## src/rtl/seg7_scan_ctrl.sv

```systemverilog
// Time-multiplexed driver for an 8-digit common-anode 7-segment display.
// The display word is captured once per scan frame so a frame never mixes old and new digits.
module seg7_scan_ctrl #(
  parameter int SCAN_DIV  = 100000,
  parameter int GHOST_CYC = 16,
  parameter int LZB       = 0
) (
  input  logic        clk,
  input  logic        rstn,
  input  logic [31:0] i_data,
  input  logic        disp_mode,
  input  logic        blank,
  output logic [7:0]  o_seg,
  output logic [7:0]  o_sel,
  output logic        o_frame
);

  localparam int CW = (SCAN_DIV > 1) ? $clog2(SCAN_DIV) : 1;

  logic [CW-1:0] cnt_q, cnt_d;
  logic [2:0]    idx_q, idx_d;
  logic [31:0]   shadow_q, shadow_d;
  logic          mode_q, mode_d;
  logic [7:0]    seg_q, seg_d;
  logic [7:0]    sel_q, sel_d;
  logic          frame_q, frame_d;

  logic          tick;
  logic          frame_tick;
  logic [3:0]    nib;
  logic [7:0]    raw_byte;
  logic [7:0]    hex_pat;
  logic          digit_off;
  logic          slot_off;

  assign tick       = (cnt_q == CW'(SCAN_DIV - 1));
  assign frame_tick = tick && (idx_q == 3'd7);

  assign nib      = shadow_q[{idx_q, 2'b00} +: 4];
  assign raw_byte = shadow_q[{idx_q[1:0], 3'b000} +: 8];

  always_comb begin
    hex_pat = 8'hFF;
    case (nib)
      4'h0: hex_pat = 8'hC0;
      4'h1: hex_pat = 8'hF9;
      4'h2: hex_pat = 8'hA4;
      4'h3: hex_pat = 8'hB0;
      4'h4: hex_pat = 8'h99;
      4'h5: hex_pat = 8'h92;
      4'h6: hex_pat = 8'h82;
      4'h7: hex_pat = 8'hF8;
      4'h8: hex_pat = 8'h80;
      4'h9: hex_pat = 8'h90;
      4'hA: hex_pat = 8'h88;
      4'hB: hex_pat = 8'h83;
      4'hC: hex_pat = 8'hC6;
      4'hD: hex_pat = 8'hA1;
      4'hE: hex_pat = 8'h86;
      4'hF: hex_pat = 8'h8E;
      default: hex_pat = 8'hFF;
    endcase
  end

  // Raw mode only has four bytes; in hex mode a digit is a leading zero when
  // it and every nibble above it are zero (digit 0 always stays lit).
  always_comb begin
    digit_off = 1'b0;
    if (mode_q) begin
      digit_off = idx_q[2];
    end else if (LZB != 0) begin
      digit_off = (idx_q != 3'd0) && ((shadow_q >> {idx_q, 2'b00}) == 32'd0);
    end
  end

  assign slot_off = (cnt_q < CW'(GHOST_CYC)) || blank || digit_off;

  always_comb begin
    cnt_d    = tick ? '0 : cnt_q + CW'(1);
    idx_d    = tick ? idx_q + 3'd1 : idx_q;
    shadow_d = frame_tick ? i_data : shadow_q;
    mode_d   = frame_tick ? disp_mode : mode_q;
    frame_d  = frame_tick;
    sel_d    = 8'hFF;
    seg_d    = 8'hFF;
    if (!slot_off) begin
      sel_d = ~(8'b1 << idx_q);
      seg_d = mode_q ? raw_byte : hex_pat;
    end
  end

  always_ff @(posedge clk or negedge rstn) begin
    if (!rstn) begin
      cnt_q    <= '0;
      idx_q    <= 3'd0;
      shadow_q <= 32'd0;
      mode_q   <= 1'b0;
      seg_q    <= 8'hFF;
      sel_q    <= 8'hFF;
      frame_q  <= 1'b0;
    end else begin
      cnt_q    <= cnt_d;
      idx_q    <= idx_d;
      shadow_q <= shadow_d;
      mode_q   <= mode_d;
      seg_q    <= seg_d;
      sel_q    <= sel_d;
      frame_q  <= frame_d;
    end
  end

  assign o_seg   = seg_q;
  assign o_sel   = sel_q;
  assign o_frame = frame_q;

endmodule

```

## config.mk

```make
export PLATFORM = sky130hd
export DESIGN_NAME = seg7_scan_ctrl
export DESIGN_NICKNAME = d
export VERILOG_FILES = /design/src/rtl/seg7_scan_ctrl.sv
export SDC_FILE = /design/constraint.sdc
export NUM_CORES = 1
export LEC_CHECK = 0
export ABC_AREA = 1
export CORE_MARGIN = 2
export CORE_UTILIZATION = 55
export CTS_CLUSTER_SIZE = 16
export DETAILED_ROUTE_END_ITERATION = 7
export GPL_ROUTABILITY_DRIVEN = 0
export HOLD_SLACK_MARGIN = 0.1
export PLACE_DENSITY = 0.89
export SYNTH_ARGS = -nofsm -noshare
export SYNTH_HDL_FRONTEND = slang
export SYNTH_SLANG_ARGS = --single-unit
export TNS_END_PERCENT = 50
```

## constraint.sdc

```tcl
create_clock -name clk -period 2.8 [get_ports clk]
set_input_delay 0.42 -clock clk [delete_from_list [all_inputs] [get_ports clk]]
set_output_delay 0.42 -clock clk [all_outputs]
set_load 0.02 [all_outputs]
```

Word-level counts from Yosys, hierarchy flattened
Memory sizes are Yosys's and may differ from the RTL's.
Cells that the tools add are included.
- $add $sub $neg: 2
- $lt $le $gt $ge: 1
- equal/unequal tests: 2
- shifts and indexed selects: 3
- mux-type cells: 5
- bitwise operators: 1
- reductions and logical operators: 3
- operators with widths (operator ; number):
    32-bit by 6-bit variable part select with 4-bit output ; 1
    32-bit by 6-bit variable part select with 8-bit output ; 1
    8-bit two-way mux ; 3
    17-bit by 1-bit adder with 17-bit output, second input constant ; 1
    17-bit == test, second input constant ; 1
    17-bit by 5-bit < comparator with 1-bit output, second input constant ; 1
    17-bit two-way mux ; 1
    8-bit NOT ; 1
    1-bit by 3-bit << shifter with 8-bit output, first input constant ; 1
    3-bit by 1-bit adder with 3-bit output, second input constant ; 1
    3-bit == test, second input constant ; 1
    1-bit logical OR ; 2
    1-bit logical AND ; 1
    1-bit two-way mux ; 1
- flip-flop bits (word level): 70
- bits in read-only memories: 112
- input bits: 36
- logic and storage cells: 25
- memories: 1
- memories (memory ; words ; width ; read ports ; clocked after Yosys merged registers in ; write ports ; line ; text):
    (name not given) ; 16 ; 7 ; 1 ; 0 ; 0 ; 44 ; case (nib)

Logic depth before layout (Yosys ltp)
Gate-level depths: netlist of the first run.
- depth after elaboration: 4
- mapped depth: 15
- depth with buffers taken out: 13

Worst setup path before layout of the first run
Ideal clock, no wire load.
- path type: flip-flop to flip-flop
- from: reg idx_q[0]
- to: reg seg_q[0], in the netlist o_seg[0]
- arrival time: 1800 ps
- path slack: 913 ps
- stages on the path, launching flop included: 16
- clock period less this slack: 1887 ps
- cell sequence: dfrtp_1 buf_4 inv_2 buf_4 nand2_1 nand3_1 nand3_1 nand2_1 inv_1 ha_1 inv_1 nand3_1 nand3_1 nand2_1 nand2_1 nand3_1
- word-level cells in the longest chain between the ends: 4
- elaborated cells on any way between the ends: 5
- ends and longest elaborated chain (element ; line ; text):
    start: declaration ; 21 ; logic [2:0] idx_q, idx_d;
    start signal: assignment ; 103 ; idx_q <= idx_d;
    32-bit by 6-bit variable part select with 4-bit output ; 39 ; assign nib = shadow_q[{idx_q, 2'b00} +: 4];
    memory read 16 x 7 bit ; -- ;
    8-bit two-way mux (*) ; 88 ; seg_d = mode_q ? raw_byte : hex_pat;
    8-bit two-way mux (*) ; 86 ; if (!slot_off) begin
    net seg_d[0] ; 24 ; logic [7:0] seg_q, seg_d;
    end signal: assignment ; 106 ; seg_q <= seg_d;
    end: declaration ; 24 ;
Mark *: on every way through the listed nets, which the timed path passes. The rest lies on a longest branch.
A chain may end at the register's enable or synchronous reset.

Worst setup path in the final report of the first run
- from: reg idx_q[1]
- to: reg seg_q[0], in the netlist o_seg[0]
Same word-level chain as after synthesis.

==> impl_metrics.csv, run 1 <==
group,metric,value,unit
synth,synth_edf_count,0,
finish,final_area,0.004388,sq mm
global_route,grtUsageMet1,31.78,%
die,die_w,85.81,um
synth,synth.area.top_cells,"dfrtp_1 37%, nand2_1 22%, dfstp_2 11%",
detailed_routing,ant_nets,0,
die,die_h,85.81,um
run_status,violations,"DRC",
finish,area_growth,19.20,%
hold_path,hold_class,"primary input to asynchronous set/reset pin",
sta,final.setup.tns,0,ps
global_route,grt_use_met2,41.76,%
synth,ys_seq_area_share,48.13,%
die,dieArea,0.007363,sq mm
clock_tree,htree_levels,3,
clock_tree,ctsHoldBuffers,0,
finish,drive_gt1_share,9.714,%
sta,period_needed,2385,ps
detailed_routing,drt_first_pass_iters,8,
power,power.leakage,2.141,nW
synth,synth_top_area_share,36.71,%
global_route,grt_pass1_wl,14370,um
synth,synth_top_cell_by_area,"dfrtp_1",
sta,tightest_slew,783.3,ps
synth,syn_nets,522,
clock_tree,cts_root_buf,"clkbuf_8",
clock_tree,cts_sinks,70,
global_route,gr-total-overflow,0,
worst_setup_path,cp_max_fo,19,
detailed_routing,detail_route.vias_per_cell,5.523,
die,rows,29,
finish,fin_nets,570,
clock_tree,clk_pin_slew,70,ps
job,drv_cap,0,
global_route,grt.total_usage,24.87,%
die,start_util,57.32,%
synth,yosysUniqueCellTypes,31,
worst_setup_path,crit_required,3060,ps
sta,slew_violations,0,
synth,synth_common_cells,"212 x nand2_1, 54 x dfrtp_1, 54 x nand3_1",
die,core,0.006422,sq mm
clock_tree,clk_path_buf_depth,2,
synth,yosysWarnings,0,
finish,post-route-util,68.32,%
power,power.internal,1.420,mW
synth,synth_most_common_cell,"nand2_1",
synth,synthCells,473,
clock_tree,clk_latency,350,ps
power,power.total,1.805,mW
sta,fin_worst_skew,9.854,ps
detailed_routing,wl,8495,um
sta,hold_viol,0,
detailed_routing,wl_per_cell,14.11,um
synth,async_flop_share,100.0,%
detailed_routing,drt_iter0_drc,251,
finish,num_antenna_cells,0,
worst_setup_path,worstPathArrival,2640,ps
place,dp.cells,587,
global_route,grt_max_degree,37,
power,powerDensity,411.4,mW/mm^2
finish,stdcell_count,602,
finish,num-fill-cells,534,
sta,grt_setup_unrepaired,"false",
clock_tree,post_cts_buffers,0,
worst_setup_path,worstSetupPathType,"register to register",
power,power.share.switching,21.36,%
worst_setup_path,crit_path_start_kind,"register",
power,switchingPower,0.3857,mW
sta,max_slew_margin,47.78,%
clock_tree,numCtsBuffers,9,
run_status,status,"complete, but fails checks",
place,hpwl,6034,um
global_route,antenna_found_initial,0,
power,power_frac_comb,4.3,%
clock_tree,cts_tree,"built",
worst_setup_path,endpoint_kind,"register",
global_route,use_met3,4.331,%
global_route,grt_pass1_vias,3142,
synth,synth_area,0.003681,sq mm
clock_tree,cts-resized-gates,0,
power,clock_power_share,39.6,%
sta,period_share,85.17,%
synth,syn_avg_cell_area,7.782,sq um
die,num_io_pins,53,
detailed_routing,drc,5,
power,seq_power_share,56.1,%
place,numPortBuffers,52,
place,place_area,0.004214,sq mm
global_route,grt-busiest-layer,"met2",
power,peakVddDrop,0.0002702,V
sta,max_freq,0.4193,GHz
detailed_routing,via_count,3325,
synth,ys_ff_latch,70,
synth,synthFlopType,"dfrtp_1",
sta,setup_viol,0,
## metal layers
layer  vias up  wire, um
met1      1536      3493
li1       1593         -
met3        32       595
met2       164      4146
met5         -         0
met4         0       260
## per-stage QoR
step | hold slack [ps] | setup WS (ps)
final | 151.4 | 415.3
after global routing | 210.3 | 173.4
after CTS | 169.0 | 493.8
after detailed placement | 462.8 | 531.4
after global placement | 442.6 | 649.6
after floorplan | 124.4 | 913.3
## worst max-delay path, cell delays in order, from the launching register on
cell and delay, ps:
dfrtp_1 750, inv_2 300, nand3_1 170, nand3_1 80, nand2_1 150, inv_1 120
ha_1 250, inv_1 90, nand3_1 110, nand3_1 100, nand2_1 60, nand2_1 50
nand3_1 70
## layout by cell type, fill, tap and decap left out, types with 5 or more instances in the layout
cell type / count
inv_1: 29
o21ai_0: 10
clkbuf_8: 11
clkdlybuf4s50_1: 51
nand2_1: 212
a31oi_1: 7
ha_1: 13
inv_2: 5
nand3_1: 54
nor2_1: 18
dfrtp_1: 54
dfstp_2: 16
a21oi_1: 8
## flip-flops by register name, summed over array words and instances, names as in the netlist
name	cells
cnt_q	17
mode_q	1
o_seg	8
o_frame	1
shadow_q	32
o_sel	8
idx_q	3
## worst paths after layout
path / start / end / slack (ps) / cells after the start
worst max-delay path: idx_q[1]$_DFFE_PN0N_ / o_seg[0]$_DFF_PN1_ / 420 / 12
worst min-delay path: rstn / o_frame$_DFF_PN0_ / 150 / 1
worst max register to register: idx_q[1]$_DFFE_PN0N_ / o_seg[0]$_DFF_PN1_ / 420 / 12
worst min register to register: cnt_q[0]$_DFF_PN0_ / cnt_q[0]$_DFF_PN0_ / 470 / 1
max in group asynchronous: rstn / o_sel[5]$_DFF_PN1_ / 1920 / 2
min in group clk: cnt_q[0]$_DFF_PN0_ / cnt_q[0]$_DFF_PN0_ / 470 / 1
## kinds of logic after synthesis
logic type	Yosys count	synth area share (%)
AO/OA/AOI/OAI	31	4.759
AND/OR/NAND/NOR	300	34.47
flip-flops	70	48.13
XOR/XNOR	5	1.190
buffers and inverters	54	7.036
adder cells (fa/ha/maj)	13	4.419
## power by group through the flow
stage               registers (mW)  logic [mW]  clock network (mW)
finish                        1.01      0.0771               0.715
global route                  1.01      0.0850               0.772
CTS                           1.01      0.0788               0.726
detailed placement            1.03      0.0788                   0
global placement              1.03      0.0767                   0
floorplan                     1.03     0.00412                   0
## cell type report
cell class / count / area, sq um / share of cell area, %
tap: 77 / 96.34 / 2.196
sequential: 70 / 1772 / 40.38
clock inverter: 4 / 22.52 / 0.5133
inverter: 36 / 145.1 / 3.308
timing repair buffer: 55 / 550.5 / 12.55
clock buffer: 11 / 151.4 / 3.450
multi-input combinational: 349 / 1650 / 37.61
(Power assumes the default switching activity.)
==> run 2: changes to the inputs <==
Settings changed: DONT_BUFFER_PORTS from default to 1, PLACE_DENSITY 0.89 to 0.78.
==> impl_metrics.csv, run 2 (same netlist as run 1, synthesis figures left out) <==
group,metric,value,unit
detailed_routing,drt_iter0_drc,283,
place,place_area,0.003686,sq mm
detailed_routing,detail_route.vias_per_cell,5.385,
detailed_routing,ant_nets,0,
sta,period_needed,2117,ps
global_route,grt_pass1_wl,12860,um
place,pre_cts_ws,737.4,ps
die,rows,29,
die,num_io_pins,53,
finish,num-fill-cells,578,
sta,grt_setup_unrepaired,"false",
global_route,grtUsageMet1,32.87,%
clock_tree,clk_latency,350,ps
global_route,grt_use_met2,32.67,%
clock_tree,numCtsBuffers,9,
die,core,0.006422,sq mm
finish,regArea,0.001772,sq mm
clock_tree,post_cts_buffers,0,
worst_setup_path,crit_path_start_kind,"register",
clock_tree,cts_tree,"built",
run_status,status,"complete, but fails checks",
die,dieArea,0.007363,sq mm
global_route,grt.total_usage,22.58,%
worst_setup_path,crit_required,3060,ps
job,drv_cap,0,
detailed_routing,drt_first_pass_iters,7,
die,die_w,85.81,um
worst_setup_path,worstSetupPathType,"register to register",
clock_tree,htree_levels,3,
finish,stdcell_count,553,
power,power.total,1.930,mW
finish,largest_reg_flops,32,
place,dp.cells,535,
global_route,antenna_found_initial,0,
run_status,violations,"DRC",
global_route,use_met3,4.716,%
detailed_routing,wl_per_cell,13.50,um
power,peakVddDrop,0.0003819,V
finish,top_register,"shadow_q",
finish,fin_nets,520,
finish,final_common_cell,"nand2_1",
sta,fin_ws,683.2,ps
clock_tree,clk_pin_slew,80,ps
sta,hold_ws,182.4,ps
place,hpwl,5410,um
sta,final.setup.tns,0,ps
finish,reg_top3,"shadow_q x32, cnt_q x17",
sta,fin_worst_skew,16.20,ps
clock_tree,cts_sinks,70,
detailed_routing,wl,7467,um
worst_setup_path,endpoint_kind,"register",
worst_setup_path,worstPathArrival,2380,ps
sta,hold_viol,0,
global_route,gr-total-overflow,0,
finish,post-route-util,61.37,%
sta,setup_viol,0,
sta,max_freq,0.4724,GHz
sta,max_slew_margin,71.04,%
global_route,grt-busiest-layer,"met1",
finish,mostFrequentLayoutCells,"212 x nand2_1, 54 x nand3_1, 54 x dfrtp_1",
detailed_routing,via_count,2978,
worst_setup_path,rrSetupSlack,680,ps
global_route,grt_pass1_vias,2735,
hold_path,hold_class,"primary input to register",
power,powerDensity,489.7,mW/mm^2
sta,tightest_slew,432.5,ps
finish,multi_input_area,0.001650,sq mm
detailed_routing,drc,6,
die,die_h,85.81,um
worst_setup_path,cp_max_fo,27,
die,start_util,57.32,%
clock_tree,clk_path_buf_depth,2,
finish,final_area,0.003941,sq mm
power,power.leakage,1.960,nW
finish,drive_gt1_share,10.29,%
sta,slew_violations,0,
place,numPortBuffers,0,
global_route,grt_max_degree,71,
sta,period_share,75.60,%
finish,area_growth,7.070,%
finish,num_antenna_cells,0,
clock_tree,cts_root_buf,"clkbuf_8",
==> run 2: changes by cell type in the layout (fill, tap and decap cells not counted), sizes merged <==
cell | previous run | this run
clkdlybuf4s50 | 51 | 0
bufinv | 0 | 2
clkbuf | 11 | 13
clkinv | 5 | 3
clkinvlp | 1 | 0
dlygate4sd3 | 0 | 1
==> run 2: per-layer routing <==
layer	up-vias	share of wire (%)
met1	1346	48
met4	0	2.4
li1	1494	-
met5	-	0
met2	119	44
met3	19	6.2
==> run 2: repair_timing <==
action / 4_1_cts / 5_1_grt
setup endpoints to repair: 0 / 0
hold buffers: 2 / 0
hold endpoints to repair: 70 / 0
resized for setup: 0 / 0
==> run 2: area by class of cell <==
class | count | share of cell area (%)
clock inverter | 3 | 1.746
clock buffer | 13 | 3.778
tap | 77 | 2.444
inverter | 36 | 3.683
timing repair buffer | 5 | 1.524
sequential | 70 | 44.95
multi-input combinational | 349 | 41.87
==> run 2: worst max-delay path, cell delays in order, from the launching register on <==
cell and delay (ps):
dfrtp_1 400, inv_2 330, nand2_1 140, nand3_1 100, nand3_1 70, nand2_1 170
inv_1 120, ha_1 250, inv_1 80, nand3_1 100, nand3_1 100, nand2_1 50
nand2_1 50, nand3_1 60
==> run 2: worst paths after layout <==
| path | to | startpoint | cells after the start |
|---|---|---|---|
| worst max-delay path | o_seg[0]$_DFF_PN1_ | idx_q[0]$_DFFE_PN0N_ | 13 |
| worst min-delay path | shadow_q[4]$_DFFE_PN0P_ | i_data[4] | 2 |
| worst max register to register | o_seg[0]$_DFF_PN1_ | idx_q[0]$_DFFE_PN0N_ | 13 |
| worst min register to register | cnt_q[0]$_DFF_PN0_ | cnt_q[0]$_DFF_PN0_ | 1 |
| max in group asynchronous | o_seg[6]$_DFF_PN1_ | rstn | 2 |
| min in group asynchronous | cnt_q[8]$_DFF_PN0_ | rstn | 2 |
==> run 2: power by group <==
part	internal, mW	switching, mW
logic	0.00612	0.0229
clock network	0.529	0.357
registers	1.01	0.00119
total	1.55	0.382
==> run 3: changes to the inputs <==
Clock period 2.8 ns to 2 ns, I/O delays scaled along.
==> impl_metrics.csv, run 3 (same netlist as run 1, synthesis figures left out) <==
group,metric,value,unit
worst_setup_path,reg2reg_depth,12,
worst_setup_path,path_common_cell,"nand3_1",
worst_setup_path,crit_path_start_kind,"register",
worst_setup_path,rr_endpoint,"o_seg[0]$_DFF_PN1_",
clock_tree,numCtsBuffers,9,
detailed_routing,detail_route.vias_per_cell,5.375,
run_status,status,"complete, but fails checks",
worst_setup_path,slowest_delay,450,ps
hold_path,whs_endpoint,"o_sel[1]$_DFF_PN1_",
power,clock_power_share,41.5,%
clock_tree,cts_root_buf,"clkbuf_8",
power,seq_power_share,54.9,%
place,pre_cts_ws,-4.660,ps
power,peakVddDrop,0.0004056,V
hold_path,holdPathStages,4,
power,power.share.switching,21.27,%
sta,setup_viol,0,
finish,reg_top3,"shadow_q x32, cnt_q x17",
worst_setup_path,worstSetupPathType,"register to register",
finish,final_common_cell,"nand2_1",
sta,fin_ws,127.3,ps
detailed_routing,drt_iter0_drc,254,
worst_setup_path,worstPathArrival,2130,ps
global_route,gr-total-overflow,0,
detailed_routing,drt_first_pass_iters,7,
power,power.internal,2.038,mW
power,power_frac_comb,3.7,%
clock_tree,cts_tree,"built",
finish,drive_gt1_share,13.08,%
sta,slew_violations,0,
detailed_routing,drc,6,
place,hpwl,5679,um
power,powerDensity,591.8,mW/mm^2
global_route,antenna_found_initial,0,
power,switchingPower,0.5507,mW
finish,top_register,"shadow_q",
global_route,grt.total_usage,24.67,%
worst_setup_path,r2r_start,"idx_q[0]$_DFFE_PN0N_",
clock_tree,clk_latency,350,ps
run_status,violations,"DRC",
die,num_io_pins,53,
sta,max_freq,0.5340,GHz
worst_setup_path,endpoint_kind,"register",
clock_tree,htree_levels,3,
worst_setup_path,critical_path.slowest_cell,"dfrtp_2",
worst_setup_path,cp_max_fo,11,
finish,area_growth,18.83,%
finish,num_antenna_cells,0,
sta,fin_worst_skew,7.747,ps
sta,grt_setup_unrepaired,"false",
clock_tree,cts_sinks,70,
global_route,grt_pass1_vias,3051,
place,numPortBuffers,0,
sta,max_slew_margin,70.24,%
power,power.total,2.589,mW
sta,period_needed,1873,ps
finish,mostFrequentLayoutCells,"209 x nand2_1, 54 x nand3_1, 53 x dfrtp_1",
global_route,grt_pass1_wl,14240,um
power,power.leakage,2.128,nW
worst_setup_path,rrSetupSlack,130,ps
hold_path,worstHoldStart,"blank",
clock_tree,clk_pin_slew,70,ps
finish,fin_nets,564,
die,core,0.006422,sq mm
detailed_routing,wl_per_cell,13.95,um
worst_setup_path,crit_required,2260,ps
die,start_util,57.32,%
sta,hold_viol,0,
detailed_routing,wl,8328,um
hold_path,hold_class,"primary input to register",
die,dieArea,0.007363,sq mm
die,die_h,85.81,um
job,drv_cap,0,
die,die_w,85.81,um
detailed_routing,via_count,3209,
sta,period_share,93.63,%
die,rows,29,
global_route,grt_max_degree,71,
clock_tree,clk_path_buf_depth,2,
finish,largest_reg_flops,32,
worst_setup_path,crit_chain,"buf_6 > nand2_1 > nand3_1 > nand3_1 > nand2_2 > buf_4 > ha_1 > nand3b_1 > nand3_1 > nand2_1 > nand2_1 > nand3_1",
sta,tightest_slew,444.4,ps
detailed_routing,ant_nets,0,
## run 3: cell count changes in the layout (fill, tap and decap cells not counted), moves of 2 or more
cell           delta
nand2_1           -3
clkinv_2          +4
buf_4             +8
inv_1             -2
nand2_2           +3
dlygate4sd3_1    +33
## run 3: repair_timing
| action | CTS | global route |
|---|---|---|
| hold buffers | 35 | 0 |
| setup endpoints to repair | 1 | 39 |
| buffers inserted | 0 | 2 |
| hold endpoints to repair | 103 | 0 |
| gates resized for setup | 1 | 14 |
| pin swaps | 0 | 1 |
## run 3: how the worst max path moves through the flow
stage | startpoint | to | cells past startpoint
2_1_floorplan | idx_q[0]$_DFFE_PN0N_ | o_seg[0]$_DFF_PN1_ | 15
3_3_place_gp | idx_q[0]$_DFFE_PN0N_ | o_seg[0]$_DFF_PN1_ | 13
3_5_place_dp | idx_q[0]$_DFFE_PN0N_ | o_seg[0]$_DFF_PN1_ | 13
4_1_cts | idx_q[0]$_DFFE_PN0N_ | o_seg[0]$_DFF_PN1_ | 13
5_1_grt | idx_q[0]$_DFFE_PN0N_ | o_seg[0]$_DFF_PN1_ | 12
6_report | idx_q[0]$_DFFE_PN0N_ | o_seg[0]$_DFF_PN1_ | 12
## run 3: layout make-up
type                       count  area, sq um
fill                         516         2048
sequential                    70         1773
multi-input combinational    349         1669
timing repair buffer          49        496.7
inverter                      36        157.7
clock buffer                  11        131.4
tap                           77        96.34
clock inverter                 5        50.05
## run 3: metal layers
layer	GRT usage, %	vias up	wire [um]
met4	9.091	0	151
met1	34.59	1476	3691
met2	38.64	134	3922
li1	-	1585	-
met3	4.331	14	562
met5	0	-	0
## run 3: critical path: cells and delay by family, from the launching register on
kind | cells | cell delay [ps]
flip-flops | 1 | 450
adder cells (fa/ha/maj) | 1 | 190
AND/OR/NAND/NOR | 9 | 830
buffers and inverters | 2 | 310
## run 3: power groups by stage
| stage | sequential, mW | clock (mW) | combinational, mW |
|---|---|---|---|
| CTS | 1.42 | 1.10 | 0.0949 |
| detailed placement | 1.45 | 0 | 0.00707 |
| global route | 1.42 | 1.15 | 0.105 |
| floorplan | 1.45 | 0 | 0.00577 |
| finish | 1.42 | 1.07 | 0.0949 |
| global placement | 1.45 | 0 | 0.00723 |
## run 3: per-stage QoR
stage | utilization, % | TNS [ps] | cell area, sq um | instances | hold slack [ps]
6_report | 68.11 | 0 | 4374 | 597 | 198.2
5_1_grt | 68.11 | 0 | 4374 | 597 | 213.0
2_1_floorplan | - | 0 | 3681 | 473 | 4.409
3_3_place_gp | 58.64 | 0 | 3766 | 544 | 6.294
3_5_place_dp | 58.64 | -4.660 | 3766 | 544 | 6.201
4_1_cts | 67.23 | 0 | 4318 | 595 | 186.6
